**src/rtl/microwave_pkg.sv**
```systemverilog
// Shared types and constants for the microwave cook-cycle controller.
// Optional quick-start behaviour is selected with MICROWAVE_QUICK_START_EN.
package microwave_pkg;

  typedef enum logic [2:0] {
    IDLE    = 3'd0,
    SETTING = 3'd1,
    COOKING = 3'd2,
    PAUSED  = 3'd3,
    DONE    = 3'd4
  } state_t;

  typedef logic [3:0] bcd_t;

  localparam bcd_t BCD_NINE        = 4'd9;
  localparam bcd_t SECS_WRAP_TENS  = 4'd5;
  localparam bcd_t QUICK_SECS_TENS = 4'd3;

  // Keypad codes 10..15 are not digits and must never enter the time.
  function automatic logic is_digit(input bcd_t d);
    return d <= BCD_NINE;
  endfunction

endpackage

```
**src/rtl/microwave_ctrl_bcd_countdown.sv**
```systemverilog
// Combinational one-second decrement of an MM:SS BCD time.
// A zero input is passed through unchanged so minutes can never underflow.
import microwave_pkg::*;

module bcd_countdown (
  input  logic [3:0] mins_tens,
  input  logic [3:0] mins_ones,
  input  logic [3:0] secs_tens,
  input  logic [3:0] secs_ones,
  output logic [3:0] dec_mins_tens,
  output logic [3:0] dec_mins_ones,
  output logic [3:0] dec_secs_tens,
  output logic [3:0] dec_secs_ones,
  output logic       is_zero
);

  assign is_zero = (mins_tens == 4'd0) && (mins_ones == 4'd0) &&
                   (secs_tens == 4'd0) && (secs_ones == 4'd0);

  // Borrow chain: seconds ones -> seconds tens -> minutes (secs wrap to 59).
  always_comb begin
    dec_mins_tens = mins_tens;
    dec_mins_ones = mins_ones;
    dec_secs_tens = secs_tens;
    dec_secs_ones = secs_ones;
    if (!is_zero) begin
      if (secs_ones != 4'd0) begin
        dec_secs_ones = secs_ones - 4'd1;
      end else if (secs_tens != 4'd0) begin
        dec_secs_ones = BCD_NINE;
        dec_secs_tens = secs_tens - 4'd1;
      end else begin
        dec_secs_ones = BCD_NINE;
        dec_secs_tens = SECS_WRAP_TENS;
        if (mins_ones != 4'd0) begin
          dec_mins_ones = mins_ones - 4'd1;
        end else begin
          dec_mins_ones = BCD_NINE;
          dec_mins_tens = mins_tens - 4'd1;
        end
      end
    end
  end

endmodule

```
**src/rtl/microwave_ctrl.sv**
```systemverilog
// Microwave cook-cycle controller: keypad time entry, 1 Hz countdown,
// magnetron enable and done alarm. Define MICROWAVE_QUICK_START_EN to make
// start in IDLE with 00:00 load 00:30 and begin cooking.
// Within a state, the highest-priority strobe present claims the cycle even
// if it has no effect (e.g. an ignored start still swallows a key strobe).
import microwave_pkg::*;

module microwave_ctrl #(
  parameter int DONE_TICKS = 3
) (
  input  logic       clk,
  input  logic       clear_n,
  input  logic       key_valid,
  input  logic [3:0] key_digit,
  input  logic       tick_1hz,
  input  logic       start,
  input  logic       stop,
  input  logic       door_closed,
  output logic [3:0] mins_tens,
  output logic [3:0] mins_ones,
  output logic [3:0] secs_tens,
  output logic [3:0] secs_ones,
  output logic       mag_on,
  output logic       done,
  output logic [2:0] state
);

  localparam logic [3:0] LAST_TICK = 4'(DONE_TICKS - 1);

  state_t     state_reg;
  bcd_t       mt_reg, mo_reg, st_reg, so_reg;
  logic       mag_on_reg, done_reg;
  logic [3:0] alarm_cnt_reg;

  bcd_t dec_mt, dec_mo, dec_st, dec_so;
  logic time_zero;
  logic dec_zero;

  bcd_countdown u_countdown (
    .mins_tens     (mt_reg),
    .mins_ones     (mo_reg),
    .secs_tens     (st_reg),
    .secs_ones     (so_reg),
    .dec_mins_tens (dec_mt),
    .dec_mins_ones (dec_mo),
    .dec_secs_tens (dec_st),
    .dec_secs_ones (dec_so),
    .is_zero       (time_zero)
  );

  assign dec_zero = (dec_mt == 4'd0) && (dec_mo == 4'd0) &&
                    (dec_st == 4'd0) && (dec_so == 4'd0);

  // Single-process FSM with registered time, magnetron and alarm outputs.
  always_ff @(posedge clk or negedge clear_n) begin
    if (!clear_n) begin
      state_reg     <= IDLE;
      mt_reg        <= 4'd0;
      mo_reg        <= 4'd0;
      st_reg        <= 4'd0;
      so_reg        <= 4'd0;
      mag_on_reg    <= 1'b0;
      done_reg      <= 1'b0;
      alarm_cnt_reg <= 4'd0;
    end else begin
      case (state_reg)
        IDLE, SETTING: begin
          if (stop) begin
            mt_reg    <= 4'd0;
            mo_reg    <= 4'd0;
            st_reg    <= 4'd0;
            so_reg    <= 4'd0;
            state_reg <= IDLE;
          end else if (start) begin
            if (!time_zero && door_closed) begin
              state_reg  <= COOKING;
              mag_on_reg <= 1'b1;
            end
`ifdef MICROWAVE_QUICK_START_EN
            else if (state_reg == IDLE && time_zero && door_closed) begin
              st_reg     <= QUICK_SECS_TENS;
              so_reg     <= 4'd0;
              state_reg  <= COOKING;
              mag_on_reg <= 1'b1;
            end
`endif
          end else if (key_valid && is_digit(key_digit)) begin
            mt_reg    <= mo_reg;
            mo_reg    <= st_reg;
            st_reg    <= so_reg;
            so_reg    <= key_digit;
            state_reg <= SETTING;
          end
        end

        COOKING: begin
          if (!door_closed || stop) begin
            state_reg  <= PAUSED;
            mag_on_reg <= 1'b0;
          end else if (tick_1hz) begin
            mt_reg <= dec_mt;
            mo_reg <= dec_mo;
            st_reg <= dec_st;
            so_reg <= dec_so;
            if (dec_zero) begin
              state_reg     <= DONE;
              mag_on_reg    <= 1'b0;
              done_reg      <= 1'b1;
              alarm_cnt_reg <= 4'd0;
            end
          end
        end

        PAUSED: begin
          if (stop) begin
            mt_reg    <= 4'd0;
            mo_reg    <= 4'd0;
            st_reg    <= 4'd0;
            so_reg    <= 4'd0;
            state_reg <= IDLE;
          end else if (start && door_closed) begin
            state_reg  <= COOKING;
            mag_on_reg <= 1'b1;
          end
        end

        DONE: begin
          if (stop || start) begin
            state_reg     <= IDLE;
            done_reg      <= 1'b0;
            alarm_cnt_reg <= 4'd0;
          end else if (tick_1hz) begin
            if (alarm_cnt_reg == LAST_TICK) begin
              state_reg     <= IDLE;
              done_reg      <= 1'b0;
              alarm_cnt_reg <= 4'd0;
            end else begin
              alarm_cnt_reg <= alarm_cnt_reg + 4'd1;
            end
          end
        end

        default: begin
          state_reg  <= IDLE;
          mag_on_reg <= 1'b0;
          done_reg   <= 1'b0;
        end
      endcase
    end
  end

  assign mins_tens = mt_reg;
  assign mins_ones = mo_reg;
  assign secs_tens = st_reg;
  assign secs_ones = so_reg;
  assign mag_on    = mag_on_reg;
  assign done      = done_reg;
  assign state     = state_reg;

endmodule

```
**config.mk**
```make
export PLATFORM = sky130hd
export DESIGN_NAME = microwave_ctrl
export DESIGN_NICKNAME = d
export VERILOG_FILES = /design/src/rtl/microwave_pkg.sv /design/src/rtl/microwave_ctrl_bcd_countdown.sv /design/src/rtl/microwave_ctrl.sv
export SDC_FILE = /design/constraint.sdc
export NUM_CORES = 1
export LEC_CHECK = 0
export CAP_MARGIN = 20
export CORE_UTILIZATION = 54
export CTS_CLUSTER_SIZE = 30
export DETAILED_ROUTE_END_ITERATION = 10
export PLACE_DENSITY = 0.81
export SETUP_SLACK_MARGIN = 0.1
export SLEW_MARGIN = 40
export SYNTH_ARGS = -nofsm -noshare
export SYNTH_HDL_FRONTEND = slang
export SYNTH_SLANG_ARGS = --single-unit
```
**constraint.sdc**
```tcl
create_clock -name clk -period 3.6 [get_ports clk]
set_input_delay 0.72 -clock clk [delete_from_list [all_inputs] [get_ports clk]]
set_output_delay 0.72 -clock clk [all_outputs]
set_load 0.02 [all_outputs]
```
==> flow_summary.json <==
{
  "vias": 2103,
  "dpl_cell_area_sq_um": 2340,
  "worstPathMaxFanout": 6,
  "synth_cells": 255,
  "synth-simple-area-share_pct": 29.8,
  "netlist_area_sq_um": 2000,
  "synthArstFlopShare_pct": 100,
  "min_path_type": "register to register",
  "synth.area.top_cells": "dfrtp_1 31%, o21ai_0 6.5%, nor2_1 5.8%",
  "vias_per_cell": 6.45,
  "synth.avg_cell_area_sq_um": 7.84,
  "io_buffers": 31,
  "ys_seq_area_share_pct": 31.3,
  "grt_antenna_before_repair": 0,
  "drive_above_1_share_pct": 6.79,
  "p_leak_nw": 0.899,
  "synth_mux_area_share_pct": 2.07,
  "die_w_microns": 62.9,
  "netlist_top_cells_count": "31 x nor2_1, 26 x o21ai_0, 25 x dfrtp_1, 21 x a21oi_1, 19 x nand2_1",
  "totalWireLength_microns": 5100,
  "root_buffer": "clkbuf_8",
  "critical_path_arrival_ps": 3160,
  "wl_per_cell_microns": 15.6,
  "cts_max_level": 1,
  "max_cap_violations": 0,
  "antenna_cells": 0,
  "gr-usage-all-layers_pct": 27.5,
  "yosysTopAreaCellShare_pct": 31.3,
  "relSlewSlack_pct": 50.9,
  "fin_tns_setup_ps": 0,
  "fp-row-count": 21,
  "synth-main-ff-cell": "dfrtp_1",
  "rsz0062_at_grt": "false",
  "worst_pin_slew_ps": 735,
  "max_stage_delay_ps": 510,
  "synth_compound_gate_area_share_pct": 28.8,
  "drv_slew": 0,
  "first_pass_iters": 4,
  "drtIter0Drc": 103,
  "hold_buffers": 0,
  "area_growth_pct": 19.4,
  "final_cell_area_sq_um": 2390,
  "yosysMostFrequentCell": "nor2_1",
  "fin_crit_ps": 3010,
  "nets": 296,
  "finalHoldViolations": 0,
  "whs_ps": 525,
  "outcome": "complete, no violations",
  "ioPinCount": 32,
  "drc": 0,
  "end_kind": "register",
  "syn-num-nets": 270,
  "clk_latency_ps": 270,
  "synth_edf_count": 0,
  "synth_largest_area_cell": "dfrtp_1",
  "ir_worst_vdd_uv": 505,
  "die_h_microns": 62.9,
  "min_period_over_period_pct": 83.6,
  "required_ps": 3750,
  "fill_cells": 306,
  "postRouteAntennaNets": 0,
  "synthAdderAreaFrac_pct": 2.50,
  "gr-total-overflow": 0,
  "ys.warnings.count": 0,
  "cts_buffers": 3,
  "yosysUniqueCellTypes": 57,
  "p_per_area_nw_per_um2": 858,
  "cts_setup_buffers": 0,
  "grt_start_max_net_pins": 32,
  "fin_worst_skew_ps": 7.04,
  "slowest_stage": "or3b_2",
  "dp_hpwl_microns": 3610,
  "setup_viol": 0,
  "die_area_sq_um": 3950,
  "synth_top_family_by_area": "simple AND/OR/NAND/NOR gates",
  "path_cells": "inv_1 -> ha_1 -> or3b_2 -> nor2_1 -> nand3_1 -> a2111oi_0 -> a2111oi_1 -> o21ai_2 -> mux2_1",
  "synthXorXnorAreaFrac_pct": 0,
  "grt_pass1_wl_microns": 8830,
  "clockBufferDepth": 2,
  "fmax_mhz": 332,
  "cts_tree": "yes",
  "cp-start-kind": "register",
  "place_congestion": 0.908,
  "ys_ff_latch": 25,
  "core_area_sq_um": 3440,
  "clock-sinks": 25,
  "grt_pass1_vias": 1866,
  "post_cts_resized": 0,
  "initial_utilization_pct": 58.1,
  "crit_type": "register to register",
  "path_clk_slew_ps": 100
}
[layer usage]
layer / part of all wire [%] / global-route usage, % / wire, microns / up-vias
met1: 49 / 41.0 / 2510 / 995
met3: 6.0 / 1.64 / 307 / 2
met5: 0 / 0 / 0 / -
li1: - / - / - / 1025
met4: 0.35 / 6.10 / 18 / 0
met2: 44 / 43.2 / 2260 / 81
[power by group]
group / total [W] / leakage, nW / switching (W) / internal (W)
registers: 0.000537 / 0.324 / 0.000172 / 0.000364
clock network: 0.000173 / 0.0228 / 0.0000935 / 0.0000792
logic: 0.00134 / 0.553 / 0.000788 / 0.000552
total: 0.00205 / 0.899 / 0.00105 / 0.000995
[final cells by class]
type	instances	area [sq um]	area share [%]
clock buffer	4	45.0	1.89
inverter	11	41.3	1.73
multi-input combinational	204	1270	53.2
sequential	25	626	26.2
tap	46	57.6	2.41
timing repair buffer	36	348	14.6
[cells by family after synthesis]
| group | Yosys count |
|---|---|
| flops | 25 |
| mux | 4 |
| compound gates | 88 |
| fa+ha+maj | 4 |
| buf+inv | 26 |
| simple gates | 108 |
[worst paths after layout]
path	start	end	slack (ps)	depth (start not counted)
worst max register to register	mins_tens[0]	state[0]	590	9
worst min-delay path	done	done	520	2
min in group asynchronous	clear_n	mins_tens[0]	810	2
max in group asynchronous	clear_n	done	2530	2
worst min register to register	done	done	520	2
worst max-delay path	mins_tens[0]	state[0]	590	9
[metrics by stage]
| step | power, W | setup slack [ps] | std cells | utilization, % |
|---|---|---|---|---|
| detailed placement | 0.00186 | 603 | 322 | 68.0 |
| CTS | 0.00204 | 614 | 326 | 69.4 |
| finish | 0.00205 | 592 | 326 | 69.4 |
| global placement | 0.00186 | 524 | 322 | 68.0 |
| global route | 0.00222 | 482 | 326 | 69.4 |
| floorplan | 0.00147 | 848 | 255 | - |
[placed cells by master (no fill, tap or decap), types with 2 or more instances in the layout]
cell type         n
nand4_1           5
a311oi_1          2
nor2_1           31
inv_1            11
clkdlybuf4s50_1  31
nand2_1          19
a31o_1            2
a211oi_1          3
o221ai_1          2
nor3b_1           4
mux2i_1           3
or3_1             3
a2111oi_0         2
nand2b_1          5
or2_2             2
o21ai_0          26
a31oi_1           4
nor3_1           11
nor4b_1           2
a21oi_1          21
a32oi_1           5
nor4_4            2
buf_4             5
ha_1              4
dfrtp_1          25
clkbuf_8          3
nor4_1            7
nand3_1           6
a22oi_1           5
[critical path, delay by kind of cell, from the launching register on]
kind / cells / cell delay (ps)
buffers and inverters: 1 / 120
multiplexers: 1 / 330
flip-flops: 1 / 440
AND/OR/NAND/NOR: 3 / 1010
adder cells (fa/ha/maj): 1 / 200
AO/OA/AOI/OAI: 3 / 780
(Power assumes the default switching activity.)
